$ cat src/rtl/add_sub_align_pipe_if.sv
// add_sub_align_pipe_if
// Operand/result bundle for the add/sub ordering + alignment front end.
// Upstream side: i_valid/o_ready handshake plus operand fields
//   (i_op, i_sign_a/b, i_exp_a/b, i_man_a/b).
// Downstream side: o_valid/i_ready handshake plus ordered, aligned fields
//   (o_swap, o_eff_sub, o_sign, o_exp_max, o_man_max, o_man_min).
// Modports: slave = the pipeline itself, master = whoever drives operands
//   and consumes results (the environment around the block).
interface add_sub_align_pipe_if #(
  parameter int SIZE_EXP = 8,
  parameter int SIZE_MAN = 24
);
  logic                  i_valid;
  logic                  o_ready;
  logic                  i_op;
  logic                  i_sign_a;
  logic                  i_sign_b;
  logic [SIZE_EXP-1:0]   i_exp_a;
  logic [SIZE_EXP-1:0]   i_exp_b;
  logic [SIZE_MAN-1:0]   i_man_a;
  logic [SIZE_MAN-1:0]   i_man_b;
  logic                  o_valid;
  logic                  i_ready;
  logic                  o_swap;
  logic                  o_eff_sub;
  logic                  o_sign;
  logic [SIZE_EXP-1:0]   o_exp_max;
  logic [SIZE_MAN-1:0]   o_man_max;
  logic [SIZE_MAN+2:0]   o_man_min;

  modport slave (
    input  i_valid, i_op, i_sign_a, i_sign_b, i_exp_a, i_exp_b, i_man_a, i_man_b, i_ready,
    output o_ready, o_valid, o_swap, o_eff_sub, o_sign, o_exp_max, o_man_max, o_man_min
  );

  modport master (
    output i_valid, i_op, i_sign_a, i_sign_b, i_exp_a, i_exp_b, i_man_a, i_man_b, i_ready,
    input  o_ready, o_valid, o_swap, o_eff_sub, o_sign, o_exp_max, o_man_max, o_man_min
  );
endinterface

$ cat src/rtl/add_sub_align_pipe.sv
// add_sub_align_pipe
// Two-stage FPU add/sub front end: stage 1 orders the operands by magnitude
// and resolves effective op / result sign; stage 2 right-aligns the smaller
// mantissa by the exponent difference, producing G, R and sticky bits.
// Ports:
//   i_clk    - clock, rising edge
//   i_rst_n  - synchronous active-low reset
//   bus      - add_sub_align_pipe_if.slave (operands in, aligned pair out,
//              valid/ready handshake on both sides)
module add_sub_align_pipe #(
  parameter int SIZE_EXP = 8,
  parameter int SIZE_MAN = 24
) (
  input logic                 i_clk,
  input logic                 i_rst_n,
  add_sub_align_pipe_if.slave bus
);
  localparam int W_EXT = SIZE_MAN + 2;
  localparam logic [SIZE_EXP:0] W_EXT_CMP = (SIZE_EXP+1)'(W_EXT);

  // Stage 1 registers
  logic                s1_valid;
  logic                s1_swap, s1_eff_sub, s1_sign;
  logic [SIZE_EXP-1:0] s1_exp_max, s1_diff;
  logic [SIZE_MAN-1:0] s1_man_max, s1_man_min;

  // Stage 2 registers (drive the outputs directly)
  logic                s2_valid;
  logic                s2_swap, s2_eff_sub, s2_sign;
  logic [SIZE_EXP-1:0] s2_exp_max;
  logic [SIZE_MAN-1:0] s2_man_max;
  logic [SIZE_MAN+2:0] s2_man_min;

  // A stage loads when empty or when its content leaves this cycle.
  logic s2_load, s1_load;
  assign s2_load = !s2_valid || bus.i_ready;
  assign s1_load = !s1_valid || s2_load;

  // Stage 1 compare / swap
  logic                cmp, sign_b_eff;
  logic [SIZE_EXP-1:0] exp_max, exp_min;
  assign cmp = (bus.i_exp_b > bus.i_exp_a) ||
               ((bus.i_exp_b == bus.i_exp_a) && (bus.i_man_b > bus.i_man_a));
  // Subtract folds into b's sign: a - b == a + (-b).
  assign sign_b_eff = bus.i_sign_b ^ bus.i_op;
  assign exp_max = cmp ? bus.i_exp_b : bus.i_exp_a;
  assign exp_min = cmp ? bus.i_exp_a : bus.i_exp_b;

  always_ff @(posedge i_clk) begin
    if (!i_rst_n) begin
      s1_valid   <= 1'b0;
      s1_swap    <= 1'b0;
      s1_eff_sub <= 1'b0;
      s1_sign    <= 1'b0;
      s1_exp_max <= '0;
      s1_diff    <= '0;
      s1_man_max <= '0;
      s1_man_min <= '0;
    end else if (s1_load) begin
      s1_valid <= bus.i_valid;
      if (bus.i_valid) begin
        s1_swap    <= cmp;
        s1_eff_sub <= bus.i_sign_a ^ sign_b_eff;
        s1_sign    <= cmp ? sign_b_eff : bus.i_sign_a;
        s1_exp_max <= exp_max;
        s1_diff    <= exp_max - exp_min;
        s1_man_max <= cmp ? bus.i_man_b : bus.i_man_a;
        s1_man_min <= cmp ? bus.i_man_a : bus.i_man_b;
      end
    end
  end

  // Stage 2 alignment: two extra LSBs become G and R; everything shifted
  // past them collapses into sticky.
  logic [W_EXT-1:0] ext, shifted, low_mask;
  logic             sticky;
  assign ext      = {s1_man_min, 2'b00};
  assign low_mask = ~({W_EXT{1'b1}} << s1_diff);

  always_comb begin
    shifted = '0;
    sticky  = 1'b0;
    if ({1'b0, s1_diff} >= W_EXT_CMP) begin
      shifted = '0;
      sticky  = |s1_man_min;
    end else begin
      shifted = ext >> s1_diff;
      sticky  = |(ext & low_mask);
    end
  end

  always_ff @(posedge i_clk) begin
    if (!i_rst_n) begin
      s2_valid   <= 1'b0;
      s2_swap    <= 1'b0;
      s2_eff_sub <= 1'b0;
      s2_sign    <= 1'b0;
      s2_exp_max <= '0;
      s2_man_max <= '0;
      s2_man_min <= '0;
    end else if (s2_load) begin
      s2_valid <= s1_valid;
      if (s1_valid) begin
        s2_swap    <= s1_swap;
        s2_eff_sub <= s1_eff_sub;
        s2_sign    <= s1_sign;
        s2_exp_max <= s1_exp_max;
        s2_man_max <= s1_man_max;
        s2_man_min <= {shifted, sticky};
      end
    end
  end

  assign bus.o_ready   = s1_load;
  assign bus.o_valid   = s2_valid;
  assign bus.o_swap    = s2_swap;
  assign bus.o_eff_sub = s2_eff_sub;
  assign bus.o_sign    = s2_sign;
  assign bus.o_exp_max = s2_exp_max;
  assign bus.o_man_max = s2_man_max;
  assign bus.o_man_min = s2_man_min;
endmodule

$ cat src/flat_wrapper.sv
// flat-port wrapper written by rule: the top's interface ports become plain ports
module add_sub_align_pipe_flat 
#(
  parameter int SIZE_EXP = 8,
  parameter int SIZE_MAN = 24
)
  (i_clk, i_rst_n, bus_i_valid, bus_i_op, bus_i_sign_a, bus_i_sign_b, bus_i_exp_a, bus_i_exp_b, bus_i_man_a, bus_i_man_b, bus_i_ready, bus_o_ready, bus_o_valid, bus_o_swap, bus_o_eff_sub, bus_o_sign, bus_o_exp_max, bus_o_man_max, bus_o_man_min);
  add_sub_align_pipe_if #(.SIZE_EXP(SIZE_EXP), .SIZE_MAN(SIZE_MAN)) bus_i ();
  input logic i_clk;
  input logic i_rst_n;
  input wire logic [$bits(bus_i.i_valid)-1:0] bus_i_valid;
  input wire logic [$bits(bus_i.i_op)-1:0] bus_i_op;
  input wire logic [$bits(bus_i.i_sign_a)-1:0] bus_i_sign_a;
  input wire logic [$bits(bus_i.i_sign_b)-1:0] bus_i_sign_b;
  input wire logic [$bits(bus_i.i_exp_a)-1:0] bus_i_exp_a;
  input wire logic [$bits(bus_i.i_exp_b)-1:0] bus_i_exp_b;
  input wire logic [$bits(bus_i.i_man_a)-1:0] bus_i_man_a;
  input wire logic [$bits(bus_i.i_man_b)-1:0] bus_i_man_b;
  input wire logic [$bits(bus_i.i_ready)-1:0] bus_i_ready;
  output wire logic [$bits(bus_i.o_ready)-1:0] bus_o_ready;
  output wire logic [$bits(bus_i.o_valid)-1:0] bus_o_valid;
  output wire logic [$bits(bus_i.o_swap)-1:0] bus_o_swap;
  output wire logic [$bits(bus_i.o_eff_sub)-1:0] bus_o_eff_sub;
  output wire logic [$bits(bus_i.o_sign)-1:0] bus_o_sign;
  output wire logic [$bits(bus_i.o_exp_max)-1:0] bus_o_exp_max;
  output wire logic [$bits(bus_i.o_man_max)-1:0] bus_o_man_max;
  output wire logic [$bits(bus_i.o_man_min)-1:0] bus_o_man_min;
  assign bus_i.i_valid = bus_i_valid;
  assign bus_i.i_op = bus_i_op;
  assign bus_i.i_sign_a = bus_i_sign_a;
  assign bus_i.i_sign_b = bus_i_sign_b;
  assign bus_i.i_exp_a = bus_i_exp_a;
  assign bus_i.i_exp_b = bus_i_exp_b;
  assign bus_i.i_man_a = bus_i_man_a;
  assign bus_i.i_man_b = bus_i_man_b;
  assign bus_i.i_ready = bus_i_ready;
  assign bus_o_ready = bus_i.o_ready;
  assign bus_o_valid = bus_i.o_valid;
  assign bus_o_swap = bus_i.o_swap;
  assign bus_o_eff_sub = bus_i.o_eff_sub;
  assign bus_o_sign = bus_i.o_sign;
  assign bus_o_exp_max = bus_i.o_exp_max;
  assign bus_o_man_max = bus_i.o_man_max;
  assign bus_o_man_min = bus_i.o_man_min;
  add_sub_align_pipe #(.SIZE_EXP(SIZE_EXP), .SIZE_MAN(SIZE_MAN)) u_core (.i_clk(i_clk), .i_rst_n(i_rst_n), .bus(bus_i));
endmodule
$ cat config.mk
export PLATFORM = sky130hd
export DESIGN_NAME = add_sub_align_pipe_flat
export DESIGN_NICKNAME = d
export VERILOG_FILES = /design/src/rtl/add_sub_align_pipe_if.sv /design/src/rtl/add_sub_align_pipe.sv /design/src/flat_wrapper.sv
export SDC_FILE = /design/constraint.sdc
export NUM_CORES = 1
export LEC_CHECK = 0
export CELL_PAD_IN_SITES_DETAIL_PLACEMENT = 1
export CELL_PAD_IN_SITES_GLOBAL_PLACEMENT = 1
export CORE_MARGIN = 4
export CORE_UTILIZATION = 39
export CTS_CLUSTER_DIAMETER = 150
export DETAILED_ROUTE_END_ITERATION = 7
export PLACE_DENSITY = 0.81
export SLEW_MARGIN = 25
export SYNTH_ARGS = -nofsm -noshare
export SYNTH_HDL_FRONTEND = slang
export SYNTH_SLANG_ARGS = --single-unit
$ cat constraint.sdc
create_clock -name i_clk -period 5 [get_ports i_clk]
set_clock_uncertainty 0.2 [all_clocks]
set_input_delay 1.5 -clock i_clk [delete_from_list [all_inputs] [get_ports i_clk]]
set_output_delay 1.5 -clock i_clk [all_outputs]
set_load 0.03 [all_outputs]
==> results.py <==
metrics = {
    "clocking": {
        "cts_root_buf": "clkbuf_16",
        "cts_resized": 0,
        "cts_tree": "built",
        "path_clk_slew_ns": 0.06,
        "clk_latency_ns": 0.43,
        "cts_buffer_depth": 2,
        "cts.sinks": 131,
        "htree_levels": 4,
        "cts_hold_buf": 0,
        "cts_setup_buffers": 0,
        "cts_buffers": 17,
    },
    "logic_synthesis": {
        "synth_compound_area_frac": 0.2519,
        "netlist_top_cells_area": "dfxtp_1, a21oi_1, nor2_1, nand2_1, mux2i_1",
        "synthArstFlopShare": 0,
        "muxShareOfSynthArea": 0.08386,
        "synth-adder-area-share": 0.05221,
        "yosys_warnings": 0,
        "synth.distinct_cells": 66,
        "ys_seq_elements": 131,
        "synth_top_area_share": 0.3420,
        "syn-instance-count": 1020,
        "synth_area_leader_cell": "dfxtp_1",
        "syn-cell-area_mm2": 0.007669,
        "synth.yosys.seq_area_share": 0.3420,
        "avgSynthCellArea_um2": 7.518,
        "ys.flop_type": "dfxtp_1",
        "synth_top_family_by_area": "compound AO/OA/AOI/OAI gates",
        "synth_edf_count": 0,
        "synthSimpleGateAreaFrac": 0.2084,
        "synth_nets": 1123,
        "synth-xor-area-share": 0.003426,
    },
    "global_route": {
        "grt_max_degree": 72,
        "globalRouteOverflowTotal": 0,
        "grt_pass1_vias": 8367,
        "grt_use_total": 0.2489,
        "grt_pass1_wl_mm": 44.14,
        "antenna_found_initial": 0,
    },
    "routing": {
        "first_iter_violations": 477,
        "wl_per_cell_um": 18.93,
        "via_per_inst": 5.575,
        "drtPass1Iterations": 5,
        "drc": 0,
        "via_count": 8039,
        "wirelength_mm": 27.29,
        "ant_nets": 0,
    },
    "worst_setup_path": {
        "cp.required_ns": 5.11,
        "crit_type": "primary input to flip-flop",
        "reg2regPathDepth": 8,
        "crit_fanout": 11,
        "startpoint_type": "primary input",
        "critPathCaptureType": "flip-flop",
        "arrival_ns": 4.86,
    },
    "power": {
        "p_int_uw": 2237,
        "power.density_mw_per_mm2": 330.6,
        "p_sw_frac": 0.3357,
        "p_leak_uw": 0.004060,
        "power_switching_uw": 1131,
        "comb_power_share": 0.270,
        "p_seq_frac": 0.352,
        "irDropWorstVdd_uv": 246.5,
        "power_frac_clock": 0.377,
    },
    "floorplan": {
        "die_area_mm2": 0.02197,
        "initial_core_util": 0.3953,
        "fp.dieH_um": 148.2,
        "coreArea_mm2": 0.01940,
        "ios": 135,
        "num_rows": 51,
        "die_w_um": 148.2,
    },
    "placed_design": {
        "dpl.hpwl_mm": 19.17,
        "place_congestion": 0.9282,
        "io_buffer_count": 134,
        "postPlaceCellArea_mm2": 0.009594,
    },
    "timing": {
        "post-route-period-util": 0.9491,
        "final.min_clock_period_ns": 4.745,
        "rsz0062_at_grt": "false",
        "slew_violations": 0,
        "max_freq_mhz": 210.7,
        "final.setup.tns_ns": 0,
        "slew_headroom": 0.4425,
        "hold_viol": 0,
        "setup_viol_count_final": 0,
        "worst_pin_slew_ns": 0.8351,
    },
    "finish": {
        "drive_gt1_frac": 0.1062,
        "mostFrequentLayoutCells": "nor2_1, nand2_1, clkdlybuf4s50_1, dfxtp_1, a21oi_1",
        "diodes": 0,
        "design_area_mm2": 0.01018,
        "nNetsFinal": 1268,
        "areaGrowthSynthToFinish_pct": 32.81,
        "layout_commonest_cell": "nor2_1",
    },
    "min_path": {
        "hp-class": "flip-flop to flip-flop",
        "whs_path_depth": 2,
    },
    "run_status": {
        "status": "completed",
    },
    "flow_run": {
        "drv_cap": 0,
    },
}
-- stage by stage --
| step | hold slack, ns | utilization | total power (uW) | worst slack [ns] | std cells |
|---|---|---|---|---|---|
| 4_1_cts | 0.2524 | 0.5250 | 3385 | 0.2752 | 1442 |
| 5_1_grt | 0.2701 | 0.5250 | 3533 | 0.1336 | 1442 |
| 2_1_floorplan | 0.2288 | - | 1745 | 0.6962 | 1020 |
| 3_5_place_dp | 0.2462 | 0.4946 | 2097 | -0.1038 | 1411 |
| 6_report | 0.2476 | 0.5250 | 3367 | 0.2545 | 1442 |
| 3_3_place_gp | 0.2386 | 0.4946 | 2074 | 0.0002789 | 1411 |
-- metal layers --
metal  part of all wire  global-route usage  up-vias  wire length [um]
met5                  0                   0        -                 0
met4              0.028             0.09330        0               775
met3              0.045             0.05119       53              1222
met2               0.47              0.4108      219             12800
met1               0.46              0.3220     3849             12500
li1                   -                   -     3918                 -
-- sequential cells by signal, indices dropped and copies added, names as in the netlist --
register	count
u_core.s1_eff_sub	1
u_core.s1_exp_max	8
u_core.bus.o_exp_max	8
u_core.s1_diff	8
u_core.bus.o_swap	1
u_core.s1_valid	1
u_core.s1_man_min	24
u_core.bus.o_man_max	24
u_core.bus.o_sign	1
u_core.s1_man_max	24
u_core.s1_sign	1
u_core.s1_swap	1
u_core.bus.o_valid	1
u_core.bus.o_eff_sub	1
u_core.bus.o_man_min	27
-- worst paths after layout --
path,startpoint,endpoint,slack (ns)
min reg2reg,u_core.bus.o_man_min[15]$_SDFFE_PN0P_,u_core.bus.o_man_min[15]$_SDFFE_PN0P_,0.25
max reg2reg,u_core.s1_diff[4]$_SDFFE_PN0P_,u_core.bus.o_man_min[21]$_SDFFE_PN0P_,1.63
max,bus_i_man_a[19],u_core.s1_diff[7]$_SDFFE_PN0P_,0.25
min,u_core.bus.o_man_min[15]$_SDFFE_PN0P_,u_core.bus.o_man_min[15]$_SDFFE_PN0P_,0.25
-- critical path, stage by stage --
cell,delay (ns)
clkdlybuf4s50_1,0.49
inv_1,0.06
ha_1,0.30
buf_4,0.15
a21oi_1,0.17
o21ai_0,0.16
a32oi_1,0.34
nor2b_2,0.31
a31oi_4,0.19
mux2i_1,0.23
o31ai_4,0.28
a21oi_1,0.11
or3_1,0.32
a32o_1,0.26
-- synth_stat cells (4+ instances only) --
cell type and instances:
buf_1 4, a2bb2oi_1 5, o21ai_0 43, or3_1 4, inv_1 41, nand2_1 148, ha_1 32, nor3_1 11
o31ai_1 5, mux2_2 6, a211oi_1 58, a21oi_1 120, a31oi_1 9, nand3_1 18, nor2b_1 6, mux2i_1 44
mux4_2 6, o211ai_1 11, a22oi_1 7, dfxtp_1 131, and3_1 4, a221oi_1 4, nand4_1 10, clkbuf_1 66
nor4_1 5, nor2_1 156, a311oi_1 4, o22ai_1 4
-- kinds of logic (layout without fill, tap and decap cells) --
logic type / after synthesis / after routing
compound gates: 301 / 301
xor+xnor: 3 / 3
fa+ha+maj: 32 / 32
buf+inv: 118 / 275
flops: 131 / 131
mux: 56 / 56
simple gates: 379 / 379
-- final cells by class --
| class | instances | area (um^2) |
|---|---|---|
| Clock buffer | 18 | 439.2 |
| Tap cell | 265 | 331.6 |
| Multi-Input combinational cell | 771 | 4614 |
| Timing Repair Buffer | 199 | 1854 |
| Clock inverter | 13 | 151.4 |
| Fill cell | 2429 | 9214 |
| Inverter | 45 | 171.4 |
| Sequential cell | 131 | 2623 |
-- power groups by stage --
stage | Combinational, uW | Sequential (uW) | Clock (uW)
finish | 910 | 1190 | 1270
global route | 996 | 1200 | 1340
CTS | 905 | 1190 | 1290
detailed placement | 890 | 1210 | 0
global placement | 870 | 1200 | 0
floorplan | 537 | 1210 | 0
Note: power is estimated with default switching activity, not from simulation.
==> RTL edit, RTL diff (same settings) <==
`SIZE_MAN` is set to 24 in 3 places; all go to 48.
--- a/src/rtl/add_sub_align_pipe_if.sv
+++ b/src/rtl/add_sub_align_pipe_if.sv
@@ -8,7 +8,7 @@
 //   and consumes results (the environment around the block).
 interface add_sub_align_pipe_if #(
   parameter int SIZE_EXP = 8,
-  parameter int SIZE_MAN = 24
+  parameter int SIZE_MAN = 48
 );
   logic                  i_valid;
   logic                  o_ready;
--- a/src/rtl/add_sub_align_pipe.sv
+++ b/src/rtl/add_sub_align_pipe.sv
@@ -9,7 +9,7 @@
 //              valid/ready handshake on both sides)
 module add_sub_align_pipe #(
   parameter int SIZE_EXP = 8,
-  parameter int SIZE_MAN = 24
+  parameter int SIZE_MAN = 48
 ) (
   input logic                 i_clk,
   input logic                 i_rst_n,
--- a/src/flat_wrapper.sv
+++ b/src/flat_wrapper.sv
@@ -2,7 +2,7 @@
 module add_sub_align_pipe_flat 
 #(
   parameter int SIZE_EXP = 8,
-  parameter int SIZE_MAN = 24
+  parameter int SIZE_MAN = 48
 )
   (i_clk, i_rst_n, bus_i_valid, bus_i_op, bus_i_sign_a, bus_i_sign_b, bus_i_exp_a, bus_i_exp_b, bus_i_man_a, bus_i_man_b, bus_i_ready, bus_o_ready, bus_o_valid, bus_o_swap, bus_o_eff_sub, bus_o_sign, bus_o_exp_max, bus_o_man_max, bus_o_man_min);
   add_sub_align_pipe_if #(.SIZE_EXP(SIZE_EXP), .SIZE_MAN(SIZE_MAN)) bus_i ();
Ports: changed (resized bus_i_man_a, bus_i_man_b, bus_o_man_max and bus_o_man_min); port bits go from 135 to 231. No check against the original RTL was run, so the function may have changed too.
==> RTL edit against the original RTL <==
- setup slack got worse by 0.070 ns
- die area is 82% higher
- total power increased by 81%
- area after synthesis grew 87%
- final cell count up 74%
- clock power is 76% higher
- count of clock-buffer cells in the layout increased by 21
- global-route usage up 2.0 points
- routed wire length is 100% higher
- register-to-register slack got worse by 0.17 ns
- final area increased by 83%
- sequential cell count is 96 higher
- sequential share of layout area down 1.4 points
- largest power group unchanged
- highest routed layer is now met5
==> RTL edit: results (changes against the original RTL) <==
metric;value;unit;change
register area share after synthesis;31.6;%;was 34.2%
wl on met1;24.0;mm;was 12.5 mm
Hold Slack;0.260;ns;was 0.248 ns
grt met1 use;34.6;%;was 32.2%
r2r setup slk;1.46;ns;was 1.63 ns
P_comb;1.79;mW;was 910 uW
placed cell areas;17700;um^2;was 9590 um^2
adder-cell share of the synthesized area;4.95;%;was 5.22%
Post-Layout Cell Count;2506;;was 1442
Iter 0 DRT Violations;873;;was 477
H-Tree Depth;1;;was 4
final wirelength;55.5;mm;was 27.3 mm
syn_nets;1961;;was 1123
largest net degree at the start of global routing;122;;was 72
Fillers;4356;;was 2429
max FFs per register;51;;was 27
P_clk;2.23;mW;was 1.27 mW
outcome;completed;;unchanged
XOR/XNOR Fraction of Synth Area;0.183;%;was 0.343%
Synth Area in Compound Gates;27.0;%;was 25.2%
Clk Latency, worst-skew pair;0.58;ns;was 0.43 ns
pre-CTS setup slack;-0.559;ns;was -0.104 ns
Post-synth top cells;nand2_1, dfxtp_1, mux2i_1;;was nor2_1, nand2_1, dfxtp_1
HPWL after detailed placement;41.2;mm;was 19.2 mm
static leakage;8.48;nW;was 4.06 nW
initial antenna violation count;1;;was 0
first-pass GRT wire length;86.7;mm;was 44.1 mm
GR Util All Layers;26.9;%;was 24.9%
Max-slew headroom;33.7;%;was 44.2%
syn_area_per_cell;8.04;um^2;was 7.52 um^2
TritonCTS buffer count;28;;was 17
Max FO, Critical Path;12;;was 11
routing usage on met2;45.7;%;was 41.1%
mux share of post-synthesis cell area;11.2;%;was 8.39%
nets@finish;2193;;was 1268
top sig layer;met5;;was met4
WL met2;26.2;mm;was 12.8 mm
f_max;208;MHz;was 211 MHz
PortBufs;230;;was 134
peak supply drop;0.275;mV;was 0.247 mV
switching share of total power;33.9;%;was 33.6%
clock network power share;36.4;%;was 37.7%
RD Place Congestion;0.965;;was 0.928
Vias;14700;;was 8039
vias in the first global route;15500;;was 8367
met3 Usage GRT;4.80;%;was 5.12%
==> RTL edit: worst paths after layout <==
path	from	end	cells past startpoint
worst max-delay path	bus_i_man_a[13]	u_core.s1_diff[7]	15
worst min-delay path	u_core.bus.o_man_min[0]	u_core.bus.o_man_min[0]	2
worst max register to register	u_core.s1_diff[1]	u_core.bus.o_man_min[6]	8
worst min register to register	u_core.bus.o_man_min[0]	u_core.bus.o_man_min[0]	2
==> RTL edit: cell families (layout without fill, tap and decap cells) <==
logic type,after synthesis,in the layout
simple gates,610,610
fa+ha+maj,57,57
buf+inv,217,469
xor+xnor,3,3
mux,153,153
compound gates,519,519
flops,227,227
==> RTL edit: area by class of cell <==
cell class,instances,area share (%)
clock buffers,39,4.24
flip-flops and latches,227,24.3
well taps,468,3.14
inverters,64,1.29
repair buffers,355,17.7
clock inverters,11,1.14
multi-input cells,1342,48.2
